<file path="src/rtl/stream_chk_pkg.sv">
// Shared types and constants for the stream_chk consumer/checker.
package stream_chk_pkg;

  typedef enum logic [1:0] {
    IDLE = 2'd0,
    RUN  = 2'd1,
    DONE = 2'd2
  } stream_chk_state_e;

  // Fibonacci taps 16,14,13,11 expressed as bit positions 15,13,12,10.
  localparam logic [15:0] LFSR_TAPS         = 16'hB400;
  localparam logic [15:0] LFSR_INIT_DEFAULT = 16'hACE1;

endpackage

</file>
<file path="src/rtl/stream_chk_lfsr.sv">
// 16-bit Fibonacci LFSR used to generate pseudo-random backpressure.
module stream_chk_lfsr
  import stream_chk_pkg::*;
#(
  parameter logic [15:0] RST_VAL = LFSR_INIT_DEFAULT
) (
  input  logic        clk,
  input  logic        rstn,
  input  logic        load,
  input  logic        adv,
  input  logic [15:0] init,
  output logic [15:0] q
);

  logic fb;

  assign fb = ^(q & LFSR_TAPS);

  // NOTE: sequential state is written with non-blocking assignments only, so
  // every flop samples values from before the edge regardless of block order.
  always_ff @(posedge clk or negedge rstn) begin
    if (!rstn) begin
      q <= RST_VAL;
    end else if (load) begin
      q <= init;
    end else if (adv) begin
      q <= {q[14:0], fb};
    end
  end

endmodule

</file>
<file path="config.mk">
export PLATFORM = sky130hd
export DESIGN_NAME = stream_chk_lfsr
export DESIGN_NICKNAME = d
export VERILOG_FILES = /design/src/rtl/stream_chk_pkg.sv /design/src/rtl/stream_chk_lfsr.sv
export SDC_FILE = /design/constraint.sdc
export NUM_CORES = 1
export LEC_CHECK = 0
export ABC_CLOCK_PERIOD_IN_PS = 1300
export BUFFER_PORTS_ARGS = -buffer_cell sky130_fd_sc_hd__buf_2
export CAP_MARGIN = 0
export CORE_MARGIN = 4
export CORE_UTILIZATION = 25
export CTS_BUF_LIST = sky130_fd_sc_hd__clkbuf_4 sky130_fd_sc_hd__clkbuf_8
export DETAILED_ROUTE_END_ITERATION = 8
export GPL_ROUTABILITY_DRIVEN = 0
export GPL_TIMING_DRIVEN = 0
export PLACE_DENSITY = 0.49
export SYNTH_ARGS = -nofsm -noshare
export SYNTH_HDL_FRONTEND = slang
export SYNTH_SLANG_ARGS = --single-unit
</file>
<file path="constraint.sdc">
create_clock -name clk -period 1.3 [get_ports clk]
set_input_delay 0.195 -clock clk [delete_from_list [all_inputs] [get_ports clk]]
set_output_delay 0.195 -clock clk [all_outputs]
set_load 0.03 [all_outputs]
</file>
==> impl_metrics.yaml <==
power_and_ir_drop:
  power.density_nw_per_um2: 1220
  leakage_nw: 0.5297
  vdd_ir_drop_max_mv: 0.5345
floorplanning:
  fp.dieW_um: 64.29
  die_h_um: 64.29
  io_pins: 36
  initial_core_util: 0.2594
  die_area_um2: 4133
  row_count: 20
  core_area_um2: 3053
detailed_routing:
  drt_pass_1_iters: 2
  final_antenna_net_count: 0
  detail_route.wirelength_um: 1876
  post_drt_wl_per_cell_um: 12.03
  count_of_unresolved_drc_violations_after_routing: 0
  avgViaCountPerCell: 4.205
  vias: 656
  detail_route.iter0.violations: 8
layout:
  fillCellCount: 352
  layout.nets: 133
  reg.largest.list: "q: 16 flops"
  antennaDiodeCount: 0
  area_of_all_placed_cells_without_fillers_um2: 1064
  number_of_flip_flops_in_the_largest_register: 16
  final_layout_size_suffix_gt1_frac: 0.4554
  synthToLayoutAreaGrowth_pct: 34.28
  top_register: "q"
sta:
  grt_setup_unrepaired: "false"
  timing.fmax_mhz: 798.4
  worst_pin_slew_ps: 399.3
  min_period_ps: 1253
  finClkSkew_ps: 2.703
  totalNegativeSetupSlack_ps: 0
  min_period_over_period: 0.9635
  final_max_slew_viol_count: 0
  relSlewSlack: 0.7338
  report.final.setup_viol: 0
  final_hold_viol_count: 0
clock_network:
  cts.clk_slew.worst_paths_ps: 90
  cts_post_setup_buffers_inserted: 0
  clock_sink_count: 16
  maximum_level_of_the_cts_h_tree: 1
  worst_skew_pair.late_latency_ps: 280
  cts_made_buffers: 3
  clock_buffer_depth: 2
  tritoncts: "done"
  clock_tree.root_cell: "sky130_fd_sc_hd__clkbuf_4"
  cts.repair.resized: 0
worst_setup_path:
  worst-endpoint-required_ps: 1110
  worst-path-max-fanout: 4
  timing.critical_path.max_delay_family: "flip-flops"
  r2r_cells: 3
  data_arrival_time_of_the_critical_path_ps: 1060
  slowest_delay_ps: 580
  critical_path.endpoint_type: "output port"
  stages_on_worst_setup_path: 1
  crit_path_buffers_inverters: 1
  critPathLaunchType: "flop"
  reg_to_reg_endpoint: "q[0]"
  r2r_setup_slack_ps: 270
  worstSetupPathType: "reg2out"
  r2r_path_start: "q[15]"
  worst_path_max_delay_cell: "sky130_fd_sc_hd__dfstp_2"
  cp-endpoint: "q[10]"
  critPathLaunch: "q[10]"
  cells_along_the_critical_path: "buf_2"
yosys:
  post_synth_inst_count: 73
  synth_area_leaders: "sky130_fd_sc_hd__dfstp_2 27%, sky130_fd_sc_hd__dfrtp_1 25%, sky130_fd_sc_hd__mux2i_1 19%"
  mappedNetlistArea_um2: 792.0
  synth_top_area_share: 0.2654
  yosys_warnings: 0
  post_synth.cell_area_avg_um2: 10.85
  synth_top_area_cell: "sky130_fd_sc_hd__dfstp_2"
  ys.flop_type: "sky130_fd_sc_hd__dfstp_2"
  yosysUniqueCellTypes: 15
  ys_seq_elements: 16
  synth-seq-area-share: 0.5182
  synth_edf_count: 0
  synth.cells.most_frequent: "15 x sky130_fd_sc_hd__mux2i_1, 15 x sky130_fd_sc_hd__nand2_1, 10 x sky130_fd_sc_hd__o21ai_1"
  post_synthesis_net_count: 93
  fraction_of_registers_with_async_set_or_reset_after_synthesis: 1.000
hold_path:
  hold_path.class: "in2reg"
  hold_path.startpoint: "init[6]"
global_route:
  grtUsageTotal: 0.09735
  aggregate_global_routing_overflow: 0
  grt_antenna_before_repair: 0
  maximum_number_of_pins_on_one_net_before_global_route_repair: 17
  grt_first_pass_wirelength_um: 3139
  grt_pass1_vias: 694
placement:
  placement.cell_area_um2: 1017
  io_buffers: 34
  half_perimeter_wire_length_after_placement_um: 1460
status:
  status: "finished, final reports clean"
run:
  maxCapViolations: 0
-- layout by cell type (no fill, tap or decap) --
cell type	instances
sky130_fd_sc_hd__buf_6	1
sky130_fd_sc_hd__dfstp_2	8
sky130_fd_sc_hd__xnor2_1	1
sky130_fd_sc_hd__dlygate4sd3_1	1
sky130_fd_sc_hd__dfrtp_1	8
sky130_fd_sc_hd__a21oi_1	1
sky130_fd_sc_hd__xor2_1	2
sky130_fd_sc_hd__buf_2	36
sky130_fd_sc_hd__buf_12	1
sky130_fd_sc_hd__clkbuf_4	3
sky130_fd_sc_hd__clkbuf_8	1
sky130_fd_sc_hd__o21ai_0	6
sky130_fd_sc_hd__nand2b_1	1
sky130_fd_sc_hd__o21ai_1	10
sky130_fd_sc_hd__mux2i_1	15
sky130_fd_sc_hd__nor3b_2	1
sky130_fd_sc_hd__clkbuf_1	1
sky130_fd_sc_hd__nand2_1	15
-- area by class of cell --
| cell class | count | area, um2 | share of cell area |
|---|---|---|---|
| plain buffers | 5 | 45.04 | 0.04235 |
| clock buffers | 4 | 36.28 | 0.03412 |
| multi-input cells | 52 | 336.6 | 0.3165 |
| flip-flops and latches | 16 | 410.4 | 0.3859 |
| well taps | 44 | 55.05 | 0.05176 |
| repair buffers | 35 | 180.2 | 0.1694 |
-- cell families after synthesis --
| kind of cell | count (synthesis) | share of synthesized area |
|---|---|---|
| xor+xnor | 3 | 0.03318 |
| simple gates | 17 | 0.09478 |
| compound gates | 17 | 0.1074 |
| mux | 15 | 0.1896 |
| flops | 16 | 0.5182 |
| buf+inv | 5 | 0.05687 |
-- worst min-delay path by stage --
| stage | endpoint | slack (ps) | depth (start not counted) |
|---|---|---|---|
| finish | q[6] | 110 | 3 |
| detailed placement | q[1] | 130 | 1 |
| floorplan | q[12] | -100 | 0 |
| global route | q[10] | 110 | 3 |
| global placement | q[1] | 130 | 1 |
| CTS | q[10] | 100 | 3 |
-- what timing repair did --
action,4_1_cts,5_1_grt
hold endpoints to repair,8,0
setup endpoints to repair,0,0
hold buffers,1,0
-- power breakdown --
group	leakage [nW]	internal [mW]	total [mW]	switching [mW]
logic	0.327	0.135	0.356	0.221
registers	0.181	0.574	0.619	0.0455
clock network	0.0210	0.170	0.322	0.152
total	0.530	0.879	1.30	0.418
-- through the flow --
stage	hold slack, ps	util	power [mW]	instances	setup slack (ps)
6_report	110.0	0.3484	1.297	156	47.46
5_1_grt	106.7	0.3484	1.368	156	9.738
4_1_cts	102.1	0.3484	1.324	156	24.11
3_5_place_dp	126.8	0.3332	0.9909	151	269.1
3_3_place_gp	127.5	0.3332	0.9849	151	277.4
2_1_floorplan	-100.6	-	0.8654	73	206.7
-- routing by layer --
layer | wire length, um | up-vias | part of all wire | GRT usage
li1 | - | 327 | - | -
met1 | 819 | 306 | 0.44 | 0.1069
met2 | 906 | 21 | 0.48 | 0.1753
met3 | 122 | 2 | 0.065 | 0.03163
met4 | 27 | 0 | 0.014 | 0.03166
met5 | 0 | - | 0 | 0
-- worst min-delay path: stages --
cell and delay [ps]:
sky130_fd_sc_hd__buf_2 100, sky130_fd_sc_hd__nand2_1 50, sky130_fd_sc_hd__o21ai_1 50
No activity file was read; power rests on OpenSTA's default activity.
